[src/rtl/bcd2binary_seq.sv]
// bcd2binary_seq: iterative packed-BCD to unsigned binary converter (reverse double-dabble).
// Each CONV cycle shifts {bcd,bin} right by one, then applies "-3 if >= 8" to every BCD digit.

module bcd2binary_digit_fix (
   input  logic [3:0] din,
   output logic [3:0] dout
);
   // 4-bit subtract only: corrections never borrow across digit boundaries
   assign dout = (din >= 4'd8) ? din - 4'd3 : din;
endmodule

module bcd2binary_seq #(
   parameter int DIGITS = 4,
   parameter int BIN_W  = 14
) (
   input  logic                clk,
   input  logic                rst_n,
   input  logic                in_valid,
   output logic                in_ready,
   input  logic [4*DIGITS-1:0] bcd_in,
   output logic                out_valid,
   input  logic                out_ready,
   output logic [BIN_W-1:0]    bin_out,
   output logic                err
);
   localparam int BCD_W = 4*DIGITS;
   localparam int CNT_W = (BIN_W > 1) ? $clog2(BIN_W) : 1;

   typedef enum logic [1:0] {IDLE, CONV, DONE} state_t;

   state_t                      state, state_nxt;
   logic [BCD_W-1:0]            bcd_reg;
   logic [BIN_W-1:0]            bin_reg;
   logic [CNT_W-1:0]            cnt;

   logic [BCD_W+BIN_W-1:0]      shifted;
   logic [DIGITS-1:0][3:0]      shift_bcd;
   logic [DIGITS-1:0][3:0]      fix_bcd;
   logic [BIN_W-1:0]            shift_bin;
   logic [DIGITS-1:0]           digit_bad;
   logic                        any_bad;
   logic                        last_iter;

   assign shifted   = {bcd_reg, bin_reg} >> 1;
   assign shift_bcd = shifted[BCD_W+BIN_W-1 -: BCD_W];
   assign shift_bin = shifted[BIN_W-1:0];
   assign last_iter = (cnt == CNT_W'(BIN_W-1));
   assign any_bad   = |digit_bad;
   assign in_ready  = (state == IDLE);

   for (genvar g = 0; g < DIGITS; g++) begin : g_digit
      bcd2binary_digit_fix u_fix (
         .din  (shift_bcd[g]),
         .dout (fix_bcd[g])
      );
      assign digit_bad[g] = (bcd_in[4*g +: 4] > 4'd9);
   end

   always_ff @(posedge clk or negedge rst_n) begin
      if (!rst_n) state <= IDLE;
      else        state <= state_nxt;
   end

   always_comb begin
      state_nxt = state;
      case (state)
         IDLE:    if (in_valid) state_nxt = any_bad ? DONE : CONV;
         CONV:    if (last_iter) state_nxt = DONE;
         DONE:    if (out_ready) state_nxt = IDLE;
         default: state_nxt = IDLE;
      endcase
   end

   always_ff @(posedge clk or negedge rst_n) begin
      if (!rst_n) begin
         bcd_reg   <= '0;
         bin_reg   <= '0;
         cnt       <= '0;
         bin_out   <= '0;
         err       <= 1'b0;
         out_valid <= 1'b0;
      end else begin
         case (state)
            IDLE: begin
               if (in_valid) begin
                  if (any_bad) begin
                     bin_out   <= '0;
                     err       <= 1'b1;
                     out_valid <= 1'b1;
                  end else begin
                     bcd_reg <= bcd_in;
                     bin_reg <= '0;
                     cnt     <= '0;
                     err     <= 1'b0;
                  end
               end
            end
            CONV: begin
               bcd_reg <= fix_bcd;
               bin_reg <= shift_bin;
               cnt     <= cnt + 1'b1;
               if (last_iter) begin
                  bin_out   <= shift_bin;
                  out_valid <= 1'b1;
               end
            end
            DONE: begin
               if (out_ready) out_valid <= 1'b0;
            end
            default: ;
         endcase
      end
   end

endmodule
[config.mk]
export PLATFORM = sky130hd
export DESIGN_NAME = bcd2binary_seq
export DESIGN_NICKNAME = d
export VERILOG_FILES = /design/src/rtl/bcd2binary_seq.sv
export SDC_FILE = /design/constraint.sdc
export NUM_CORES = 1
export LEC_CHECK = 0
export CAP_MARGIN = 20
export CORE_ASPECT_RATIO = 0.8
export CORE_UTILIZATION = 50
export DETAILED_ROUTE_END_ITERATION = 16
export PLACE_DENSITY = 0.77
export SETUP_SLACK_MARGIN = 0.05
export SYNTH_ARGS = -nofsm -noshare
export SYNTH_HDL_FRONTEND = slang
export SYNTH_SLANG_ARGS = --single-unit
[constraint.sdc]
create_clock -name clk -period 1.83 [get_ports clk]
set_input_delay 0.366 -clock clk [delete_from_list [all_inputs] [get_ports clk]]
set_output_delay 0.366 -clock clk [all_outputs]
set_load 0.005 [all_outputs]
# [Word level (Yosys, flattened, before mapping)]
# Cells that the tools add are included.
[totals] register_bits=52 input_bits=20
[classes] add_sub_neg=5 n_lt_le_gt_ge=8 eq_ne=8 muxes=28 reduce_logical=9
[ops] cell="$mux 14" count=5
[ops] cell="$pmux 14 s2" count=2
[ops] cell="$mux 16" count=2
[ops] cell="$pmux 16 s2" count=1
[ops] cell="$mux 4" count=6
[ops] cell="$gt 4x4->1 const B" count=4
[ops] cell="$ge 4x4->1 const B" count=3
[ops] cell="$sub 4x2->4 const B" count=3
[ops] cell="$mux 2" count=4
[ops] cell="$ne 2x2->1 const B" count=4
[ops] cell="$pmux 4 s2" count=1
[ops] cell="$pmux 2 s3" count=1
[ops] cell="$reduce_and 3->1" count=2
[ops] cell="$mux 1" count=5
[ops] cell="$reduce_and 5->1" count=1
[ops] cell="$add 4x1->4 const B" count=1
[ops] cell="$eq 4x4->1 const B" count=1
[ops] cell="$ge 3x4->1 const B" count=1
[ops] cell="$reduce_and 4->1" count=1
[ops] cell="$reduce_or 4->1" count=1
[ops] cell="$sub 3x2->4 const B" count=1
[ops] cell="$pmux 1 s3" count=1
[ops] cell="$reduce_bool 3->1" count=1
[ops] cell="$eq 2x1->1 const B" count=1
[ops] cell="5 further kinds" count=5

# [Depth between registers and ports, before layout]
[depth] ltp_word=5 mapped_depth=7 ltp_nobuf=6

# [By module]
# Synthesis repeated with hierarchy kept, for this count alone.
[unflattened] cells_unflattened=203 hier_area_um2=2439.8
[modules_own_cells] module="bcd2binary_seq" n_inst=1 cells_each=159 area_each_um2=2134.5 seq_area_each_um2=1276.2
[modules_own_cells] module="bcd2binary_digit_fix" n_inst=4 cells_each=11 area_each_um2=76.3 seq_area_each_um2=0.0

# [Worst setup path after synthesis]
# No wires, ideal clock.
[synth_timing] path_kind="reg-to-reg" start="reg cnt[1]" end="reg bin_out[0]" setup_ns=0.121 t_arrival_ns=1.295 setup_slack_ns=0.414 path_stages_with_launch=8 n_path_buf=1 period_less_slack_ns=1.416 cell_sequence="dfrtp_1 -> inv_1 -> ha_1 -> nand3_1 -> nor2_8 -> o22ai_4 -> buf_6 -> a22o_1"
[synth_between] elab_chain_len=3
[synth_lines] item="start, declared" line_no="34" source="logic [CNT_W-1:0] cnt;"
[synth_lines] item="start signal, assigned" line_no="101" source="cnt <= cnt + 1'b1;"
[synth_lines] item="$eq 4x4->1" line_no="47" source="assign last_iter = (cnt == CNT_W'(BIN_W-1));"
[synth_lines] item="$ne 2x2->1 (no source line)"
[synth_lines] item="$reduce_and 4->1 (no source line)"
[synth_lines] item="end signal, assigned" line_no="103" source="bin_out <= shift_bin;"
[synth_lines] item="end, declared" line_no="23" source="output logic [BIN_W-1:0] bin_out,"
# No other way between the ends.
# A chain may end at the register's enable or synchronous reset.

# [Worst setup path in the final report]
[layout_timing] start="reg state[0]" end="out in_ready"
[layout_between] elab_chain_len=1
[layout_lines] item="start, declared" line_no="31" source="state_t state, state_nxt;"
[layout_lines] item="start signal, assigned" line_no="61" source="else state <= state_nxt;"
[layout_lines] item="$logic_not 2->1" line_no="49" source="assign in_ready = (state == IDLE);"
[layout_lines] item="end, declared" line_no="19" source="output logic in_ready,"
# No other way between the ends.

==> results.toml <==
[logic_synthesis]
synth_area_per_cell_um2 = 11.70
synthArstFlopShare = 1.000
synth_cells = 215
synth-seq-cells = 51
synth_ff_type = "dfrtp_1"
synth_top_area_frac = 0.5075
syn_area_um2 = 2515
synth_most_common_cell = "dfrtp_1"
synth_common_cells = "dfrtp_1 (51), a22o_1 (29), o21ai_0 (13)"
synth_nets = 243
synth_edf_count = 0
yosysUniqueCellTypes = 37
synth_top_cell_by_area = "dfrtp_1"
yosysSeqAreaShare = 0.5075
synth_area_leaders = "dfrtp_1 (51%), a22o_1 (10%), ha_1 (4.0%), buf_6 (3.6%), a31oi_1 (3.0%)"
yosys_warnings = 0

[routing]
first_pass_iters = 4
drc = 0
ant_nets = 0
wire_per_inst_um = 15.38
drt_iter0_drc = 117
via_per_inst = 5.761
totalWireLength_um = 5013
vias = 1878

[sta]
final_hold_viol_count = 0
rsz0062_at_grt = "no"
final.period_utilization = 0.9351
hold_ws_ns = 0.02825
worstMarginPinSlew_ns = 0.3905
maxSlewHeadroom = 0.7391
report.final.setup_viol = 0
fmax_ghz = 0.5844
slew_viol_final = 0
skew_ns = 0.004839
finalWorstPathRequiredPeriod_ns = 1.711

[pwr]
vdd_drop_max_v = 0.0007227
comb_power_share = 0.345
intPower_mw = 2.529
p_clk_frac = 0.200
leakage_nw = 1.430
power.share.switching = 0.3372
finalPower_mw = 3.816
power_density_nw_per_um2 = 1217
pwr-share-seq = 0.455
p_switching_mw = 1.287

[setup_path]
path_class = "reg2out"
cp_max_fo = 2
slowest_delay_ns = 0.50
cp-start-kind = "register"
crit_slowest_cell = "clkdlybuf4s50_1"
crit_family = "buffers and inverters"
timing.critical_path.required_ns = 1.46
worst-path-buf-inv = 1
crit_start = "state[0]"
worstPathCellList = "nor2_2 > clkdlybuf4s50_1"
arrival_ns = 1.35
cp-end-kind = "output port"
rr_startpoint = "state[1]"

[clock_network]
cts_tree = "built"
cts-buffers-inserted = 5
clk_root_buffer_cell = "clkbuf_8"
insertion_delay_ns = 0.30
clock-sinks = 51
cts.path.max_buffers = 2
cts.htree.levels = 2
clk_pin_slew_ns = 0.09
cts_hold_buf = 0

[place]
place_congestion = 0.8287
hpwl_um = 3509
place_area_um2 = 3008
portBuffers = 36

[floorplan]
io_pins = 37
start_util = 0.5343
die_w_um = 81.29
rows = 22
coreArea_um2 = 4707
die_h_um = 65.44
dieArea_um2 = 5319

[final_layout]
post-route-util = 0.6659
largest_reg_flops = 16
drive_gt1_frac = 0.1729
num-fill-cells = 373
fin_area_um2 = 3134
antennaDiodeCount = 0
final_nets = 294
area_delta_synth_final_pct = 24.63

[global_routing]
grtUsageMet2 = 0.3052
busiest_layer = "met1"
grt_max_degree = 52
first_global_vias = 1756
grtUsageTotal = 0.2208
antenna_found_initial = 0
grt_pass1_wl_um = 8659
grt_util_met3 = 0.04722
gr-usage-met1 = 0.3394
grt-ovfl-total = 0

[job]
maxCapViolations = 0

[run_status]
status = "complete, no violations"

[min_path]
hp-class = "in2async"
## path summary, 6_finish.rpt
check                              end  slack, ns  depth (start not counted)
max reg2reg                 bin_out[8]       0.17                          6
min in group clk           bin_out[11]       0.50                          1
min                         bin_out[8]       0.03                          2
min reg2reg                bin_out[11]       0.50                          1
max in group asynchronous     state[1]       1.56                          2
max                           in_ready       0.12                          2
## final cells by class
| class | count | area (um2) | share of cell area |
|---|---|---|---|
| timing repair buffer | 61 | 568.0 | 0.1812 |
| tap | 60 | 75.07 | 0.02395 |
| multi-input combinational | 139 | 1076 | 0.3433 |
| clock buffer | 5 | 68.82 | 0.02196 |
| inverter | 8 | 30.03 | 0.009581 |
| sequential | 51 | 1279 | 0.4080 |
| clock inverter | 2 | 37.54 | 0.01198 |
## metal layers
| layer | routed length, um | up-vias |
|---|---|---|
| li1 | - | 902 |
| met1 | 2512 | 922 |
| met2 | 2213 | 47 |
| met3 | 212 | 7 |
| met4 | 74 | 0 |
| met5 | 0 | - |
## cell families after synthesis
| group | share of synthesized area |
|---|---|
| XOR/XNOR | 0.02090 |
| buffers and inverters | 0.06568 |
| flip-flops | 0.5075 |
| adder cells (fa/ha/maj) | 0.03980 |
| AND/OR/NAND/NOR | 0.09651 |
| multiplexers | 0.02488 |
| AO/OA/AOI/OAI | 0.2448 |
## stage by stage
stage                     TNS (ns)  setup slack [ns]  std cells
after global placement      -1.753           -0.1043        317
after CTS                        0           0.09771        326
after floorplan                  0            0.4141        215
after global routing             0           0.06836        326
final                            0            0.1187        326
after detailed placement    -2.027           -0.1236        317
## power by group through the flow
stage          Clock (mW)  Combinational, mW  Sequential (mW)
2_1_floorplan           0              0.977             1.66
3_3_place_gp            0               1.23             1.76
3_5_place_dp            0               1.27             1.76
4_1_cts             0.781               1.32             1.73
5_1_grt             0.833               1.48             1.79
6_report            0.764               1.31             1.74
## cell usage in the layout (no fill, tap or decap), types with 6 or more instances in the layout
cell              n
dfrtp_1          49
clkdlybuf4s50_1  35
a22o_1           29
buf_4            23
o21ai_0          13
a31oi_1          12
nand3_1           9
a22oi_1           9
inv_1             8
nor2_1            8
ha_1              8
xnor2_1           6
## repair_timing
action                                 in CTS  in global routing
endpoints found under the hold margin       0                  0
setup endpoints to repair                   1                  1
pin swaps                                   0                  0
resized for setup                           2                  1
buffers inserted                            2                  0
No activity file was read; power rests on OpenSTA's default activity.
